===== src/rtl/optical_pkg.sv =====
// Shared optical-link definitions: TX framer state encoding, SYNC byte and CRC8 constants.
// The RX-side checker imports the same constants so both ends agree on the frame CRC.
package optical_pkg;

    typedef enum logic [2:0] {
        IDLE,
        SYNC,
        LEN,
        PAY,
        CRC
    } framer_state_e;

    localparam logic [7:0] SYNC_BYTE_DEF = 8'h7E;
    localparam logic [7:0] CRC8_POLY     = 8'h1D;
    localparam logic [7:0] CRC8_INIT     = 8'hFF;
    localparam logic [7:0] CRC8_XOR_OUT  = 8'h00;
    localparam bit         CRC8_REF_IN   = 1'b1;
    localparam bit         CRC8_REF_OUT  = 1'b1;

endpackage


===== src/rtl/crc_calc.sv =====
// crc_calc: generic bytewise CRC engine, one DATA_WIDTH word folded in per valid_i cycle.
// Latency: crc_o reflects a word the cycle after it is fed (register output).
// Backpressure: none; the caller gates valid_i, and crc_o holds while valid_i is low.
module crc_calc #(
    parameter int                  DATA_WIDTH = 8,
    parameter int                  CRC_SIZE   = 8,
    parameter logic [CRC_SIZE-1:0] POLY       = 8'h1D,
    parameter logic [CRC_SIZE-1:0] INIT       = 8'hFF,
    parameter bit                  REF_IN     = 1'b1,
    parameter bit                  REF_OUT    = 1'b1,
    parameter logic [CRC_SIZE-1:0] XOR_OUT    = '0
) (
    input  logic                  clk_i,
    input  logic                  rst_i,
    input  logic                  soft_reset_i,
    input  logic                  valid_i,
    input  logic [DATA_WIDTH-1:0] data_i,
    output logic [CRC_SIZE-1:0]   crc_o
);

    logic [CRC_SIZE-1:0] crc_q;

    // MSB-first shift register; reflected input is handled by walking data bits LSB-first.
    function automatic logic [CRC_SIZE-1:0] crc_step(input logic [CRC_SIZE-1:0] c,
                                                     input logic [DATA_WIDTH-1:0] d);
        logic [CRC_SIZE-1:0] r;
        logic                fb;
        r = c;
        for (int i = DATA_WIDTH - 1; i >= 0; i--) begin
            fb = r[CRC_SIZE-1] ^ (REF_IN ? d[DATA_WIDTH-1-i] : d[i]);
            r  = {r[CRC_SIZE-2:0], 1'b0} ^ (fb ? POLY : '0);
        end
        return r;
    endfunction

    function automatic logic [CRC_SIZE-1:0] reflect(input logic [CRC_SIZE-1:0] c);
        logic [CRC_SIZE-1:0] r;
        for (int i = 0; i < CRC_SIZE; i++) begin
            r[i] = c[CRC_SIZE-1-i];
        end
        return r;
    endfunction

    always_ff @(posedge clk_i) begin
        if (rst_i || soft_reset_i) begin
            crc_q <= INIT;
        end else if (valid_i) begin
            crc_q <= crc_step(crc_q, data_i);
        end
    end

    assign crc_o = (REF_OUT ? reflect(crc_q) : crc_q) ^ XOR_OUT;

endmodule


===== src/rtl/crc8_tx_framer.sv =====
// crc8_tx_framer: wraps a payload stream into SYNC|LEN|PAYLOAD|CRC8; CRC8_TX_FRAMER_STATS_EN adds frame_cnt_o.
// Latency: SYNC offered the cycle after start_i; payload bytes pass through combinationally.
// Backpressure: every state advances only on m_valid_o & m_ready_i; in PAY m_ready_i drives s_ready_o.
module crc8_tx_framer
    import optical_pkg::*;
#(
    parameter logic [7:0] SYNC_BYTE = SYNC_BYTE_DEF,
    parameter logic [7:0] CRC_POLY  = CRC8_POLY,
    parameter logic [7:0] CRC_INIT  = CRC8_INIT
) (
    input  logic        clk_i,
    input  logic        rst_i,
    input  logic        start_i,
    input  logic [7:0]  len_i,
    input  logic        s_valid_i,
    input  logic [7:0]  s_data_i,
    output logic        s_ready_o,
    output logic        m_valid_o,
    output logic [7:0]  m_data_o,
    output logic        m_last_o,
    input  logic        m_ready_i,
    output logic        busy_o
`ifdef CRC8_TX_FRAMER_STATS_EN
    ,
    output logic [15:0] frame_cnt_o
`endif
);

    framer_state_e state_q, state_d;
    logic [7:0]    len_q;
    logic [7:0]    cnt_q;
    logic [7:0]    crc;
    logic          hs;
    logic          crc_soft_rst;
    logic          crc_vld;

    always_ff @(posedge clk_i) begin
        if (rst_i) begin
            state_q <= IDLE;
            len_q   <= 8'd0;
            cnt_q   <= 8'd0;
        end else begin
            state_q <= state_d;
            if (state_q == IDLE && start_i) begin
                len_q <= len_i;
                cnt_q <= len_i;
            end else if (state_q == PAY && hs) begin
                cnt_q <= cnt_q - 8'd1;
            end
        end
    end

    always_comb begin
        state_d   = state_q;
        m_valid_o = 1'b0;
        m_data_o  = 8'd0;
        m_last_o  = 1'b0;
        s_ready_o = 1'b0;
        case (state_q)
            IDLE: begin
                if (start_i) state_d = SYNC;
            end
            SYNC: begin
                m_valid_o = 1'b1;
                m_data_o  = SYNC_BYTE;
                if (m_ready_i) state_d = LEN;
            end
            LEN: begin
                m_valid_o = 1'b1;
                m_data_o  = len_q;
                if (m_ready_i) state_d = (len_q != 8'd0) ? PAY : CRC;
            end
            PAY: begin
                m_valid_o = s_valid_i;
                m_data_o  = s_data_i;
                s_ready_o = m_ready_i;
                if (s_valid_i && m_ready_i && cnt_q == 8'd1) state_d = CRC;
            end
            CRC: begin
                m_valid_o = 1'b1;
                m_data_o  = crc;
                m_last_o  = 1'b1;
                if (m_ready_i) state_d = IDLE;
            end
            default: state_d = IDLE;
        endcase
    end

    assign hs     = m_valid_o & m_ready_i;
    assign busy_o = (state_q != IDLE);

    // A fresh frame restarts the CRC in the same cycle start_i is accepted.
    assign crc_soft_rst = (state_q == IDLE) && start_i;
    assign crc_vld      = hs && (state_q == LEN || state_q == PAY);

    crc_calc #(
        .DATA_WIDTH (8),
        .CRC_SIZE   (8),
        .POLY       (CRC_POLY),
        .INIT       (CRC_INIT),
        .REF_IN     (CRC8_REF_IN),
        .REF_OUT    (CRC8_REF_OUT),
        .XOR_OUT    (CRC8_XOR_OUT)
    ) u_crc (
        .clk_i        (clk_i),
        .rst_i        (rst_i),
        .soft_reset_i (crc_soft_rst),
        .valid_i      (crc_vld),
        .data_i       (m_data_o),
        .crc_o        (crc)
    );

`ifdef CRC8_TX_FRAMER_STATS_EN
    logic [15:0] frame_cnt_q;

    always_ff @(posedge clk_i) begin
        if (rst_i) begin
            frame_cnt_q <= 16'd0;
        end else if (state_q == CRC && hs) begin
            frame_cnt_q <= frame_cnt_q + 16'd1;
        end
    end

    assign frame_cnt_o = frame_cnt_q;
`endif

endmodule

===== config.mk =====
export PLATFORM = sky130hd
export DESIGN_NAME = crc8_tx_framer
export DESIGN_NICKNAME = d
export VERILOG_FILES = /design/src/rtl/optical_pkg.sv /design/src/rtl/crc_calc.sv /design/src/rtl/crc8_tx_framer.sv
export SDC_FILE = /design/constraint.sdc
export NUM_CORES = 1
export LEC_CHECK = 0
export CORE_MARGIN = 8
export CORE_UTILIZATION = 44
export CTS_BUF_LIST = sky130_fd_sc_hd__clkbuf_8
export DETAILED_ROUTE_END_ITERATION = 6
export PLACE_DENSITY = 0.7
export SLEW_MARGIN = 0
export SYNTH_ARGS = -nofsm -noshare
export SYNTH_HDL_FRONTEND = slang
export SYNTH_SLANG_ARGS = --single-unit

===== constraint.sdc =====
create_clock -name clk_i -period 2.3 [get_ports clk_i]
set_clock_uncertainty 0.05 [all_clocks]
set_input_delay 0.46 -clock clk_i [delete_from_list [all_inputs] [get_ports clk_i]]
set_output_delay 0.46 -clock clk_i [all_outputs]
set_load 0.05 [all_outputs]

==> qor.txt <==
hold slack: 450.7 ps
Core ar.: 0.004629 mm2
total track usage: 15.38%
relative slew slack: 72.92%
setup bufs post-CTS: 0
Seq/Total Area, Yosys: 26.02%
grt ovf: 0
outcome: complete, no violations
Max VDD drop: 0.9437 mV
port bufs: 32
Num CTS Buffers: 3
CP Capture Type: output port
final setup TNS: 0 ps
Synth area leader: dfxtp_1
initial drt markers: 123
final net count: 324
Synth Area in XOR/XNOR: 11.51%
Final ANT Viol Nets: 0
Cell Area, Placed: 0.002676 mm2
yosys warns: 0
placed cell count: 350
Max Buffers Root-to-Sink: 2
Post-synth EDFFs: 0
Synth Area in Simple Gates: 24.40%
Root Buffer: clkbuf_8
Syn Area/Cell: 7.897 um2
post-synth top area share: 26.02%
Multi-input gate area: 0.001489 mm2
CTS tree: done
mux contribution to synthesized area: 1.928%
initial antenna violation count: 0
Flop pwr share: 17.1%
Final Hold Viols: 0
fmax: 464.0 MHz
unrepaired setup endpoints after global routing: false
WP data arrival: 1650 ps
largest cells by area after synthesis: dfxtp_1 (26%), nand2_1 (6.3%), xnor2_1 (6.3%)
H-tree depth: 1
pin count of the biggest net entering global routing: 21
Slew @ Worst Pin: 404.7 ps
Synth Net Count: 286
first-pass GRT wire length: 9.218 mm
instance count of the mapped netlist: 263
crit start category: register
final setup fails: 0
maxcap violations: 0
fraction of the mapped netlist area in compound gates: 29.70%
Antenna diodes: 0
total routed wirelength: 5.518 mm
final worst path period need: 2155 ps
Synth Register Bits: 27
Setup WS pre-CTS: -42.46 ps
residual DRC count: 0
drt pass-1 iters: 4
die width: 84.71 um
reg2reg setup slack: 240 ps
Synth Area in Adders: 1.205%
final setup margin: 144.9 ps
hpwl dp: 4.109 mm
Pint: 2.203 mW
Die Y: 84.71 um
switching part of the total: 47.73%
max-slew violations: 0
area grow syn2layout: 31.75%
Clk pwr share: 7.1%
worst path required time: 1790 ps
Leakage: 1.049 nW
DR vias/cell: 5.737
P_sw: 2.012 mW
Top FF cell, synth: dfxtp_1
fraction of the cycle the final worst path needs: 93.70%
post-route insts no fill: 354
Mapped Area: 0.002077 mm2
distinct cell type count after synthesis: 54
Final Wtd Congestion: 0.8446
kind of critical path: reg2out
share of cells above drive strength 1: 20.67%
site row count: 25
fillcell total: 429
Num Clock Sinks: 27
Hold Path Class: reg2reg
worst-skew pair later-pin latency: 290 ps
Final Instance Area: 0.002736 mm2
main combinational cell family by area after synthesis: compound AO/OA/AOI/OAI gates
crit path max fanout: 12
PD cells: 1540 mW/mm2
Worst-path clk slew: 110 ps
Starting Density: 44.86%
vias: 2031
Reg area: 540.5 um2
Wirelength per Cell: 15.59 um
Async S/R FF share, synth: 0%
combinational power share: 75.8%
die area: 0.007175 mm2
io pins: 33
vias in the first global route: 1905
-- cells in the final DEF (no fill, tap or decap), drive strengths merged, types with 4 or more instances in the layout --
| cell type | synthesis | routed |
|---|---|---|
| o21ai | 4 | 4 |
| xnor2 | 17 | 17 |
| o211ai | 8 | 8 |
| buf | 9 | 30 |
| a22oi | 6 | 6 |
| nor2b | 9 | 9 |
| xor2 | 6 | 6 |
| inv | 7 | 8 |
| clkdlybuf4s50 | 0 | 20 |
| a211oi | 5 | 5 |
| o22ai | 7 | 7 |
| nor2 | 24 | 24 |
| o221ai | 5 | 5 |
| mux2i | 4 | 4 |
| a21oi | 26 | 26 |
| a32oi | 5 | 5 |
| dfxtp | 27 | 27 |
| nand2b | 12 | 12 |
| a31oi | 6 | 6 |
| nand2 | 35 | 35 |
-- power groups by stage --
stage          Combinational, mW  Clock (mW)  Sequential (mW)
2_1_floorplan               2.24           0            0.694
3_3_place_gp                3.16           0            0.723
6_report                    3.19       0.300            0.721
5_1_grt                     3.45       0.320            0.740
3_5_place_dp                3.17           0            0.728
4_1_cts                     3.20       0.307            0.718
-- critical path, cell delays in order (launching register included) --
cell and delay (ps):
dfxtp_1 350, buf_4 190, nor2_2 300, a22oi_1 130
o22ai_2 230, buf_12 170
-- path summary, 6_finish.rpt --
path         startpoint             end  cells after the start
max          state_q[0]     m_data_o[1]                      5
min reg2reg    len_q[0]        len_q[0]                      2
max reg2reg  state_q[2]  u_crc.crc_q[2]                      6
min            len_q[0]        len_q[0]                      2
-- cell type report --
| type | count | area share [%] |
|---|---|---|
| Clock buffer | 3 | 1.509 |
| Clock inverter | 1 | 0.3201 |
| Inverter | 7 | 0.9602 |
| Multi-Input combinational cell | 212 | 54.41 |
| Sequential cell | 27 | 19.75 |
| Tap cell | 54 | 2.469 |
| Timing Repair Buffer | 50 | 20.58 |
-- registers in the layout, summed over array words and instances, names as in the netlist --
name,cells
u_crc.crc_q,8
state_q,3
cnt_q,8
len_q,8
-- cell usage after synthesis, drive strengths merged (3+ instances only) --
library cell and number:
nand2 35, dfxtp 27, a21oi 26, nor2 24, xnor2 17, nand2b 12
buf 9, nor2b 9, clkbuf 8, o211ai 8, inv 7, o22ai 7
a22oi 6, a31oi 6, xor2 6, a211oi 5, a32oi 5, o221ai 5
mux2i 4, o21ai 4, nor3 3, or4 3
-- per-stage QoR --
stage | util (%) | power, mW
floorplan | - | 2.931
global placement | 57.81 | 3.884
detailed placement | 57.81 | 3.902
CTS | 59.11 | 4.230
global route | 59.11 | 4.511
finish | 59.11 | 4.214
-- repair_timing --
action / 4_1_cts / 5_1_grt
hold buffers: 0 / 0
resized for setup: 3 / 0
setup endpoints to repair: 6 / 0
-- per-layer routing --
layer	GRT usage, %	share of wire, %	up-vias
met2	24.05	45	46
met4	5.663	1.4	0
li1	-	-	1022
met1	21.15	49	958
met5	0	0	-
met3	1.463	3.9	5
-- logic make-up after synthesis --
kind of cell | count (synthesis)
adder cells (fa/ha/maj) | 2
AND/OR/NAND/NOR | 99
buffers and inverters | 24
flip-flops | 27
AO/OA/AOI/OAI | 83
XOR/XNOR | 24
multiplexers | 4
Power figures use the tool's default switching activity.
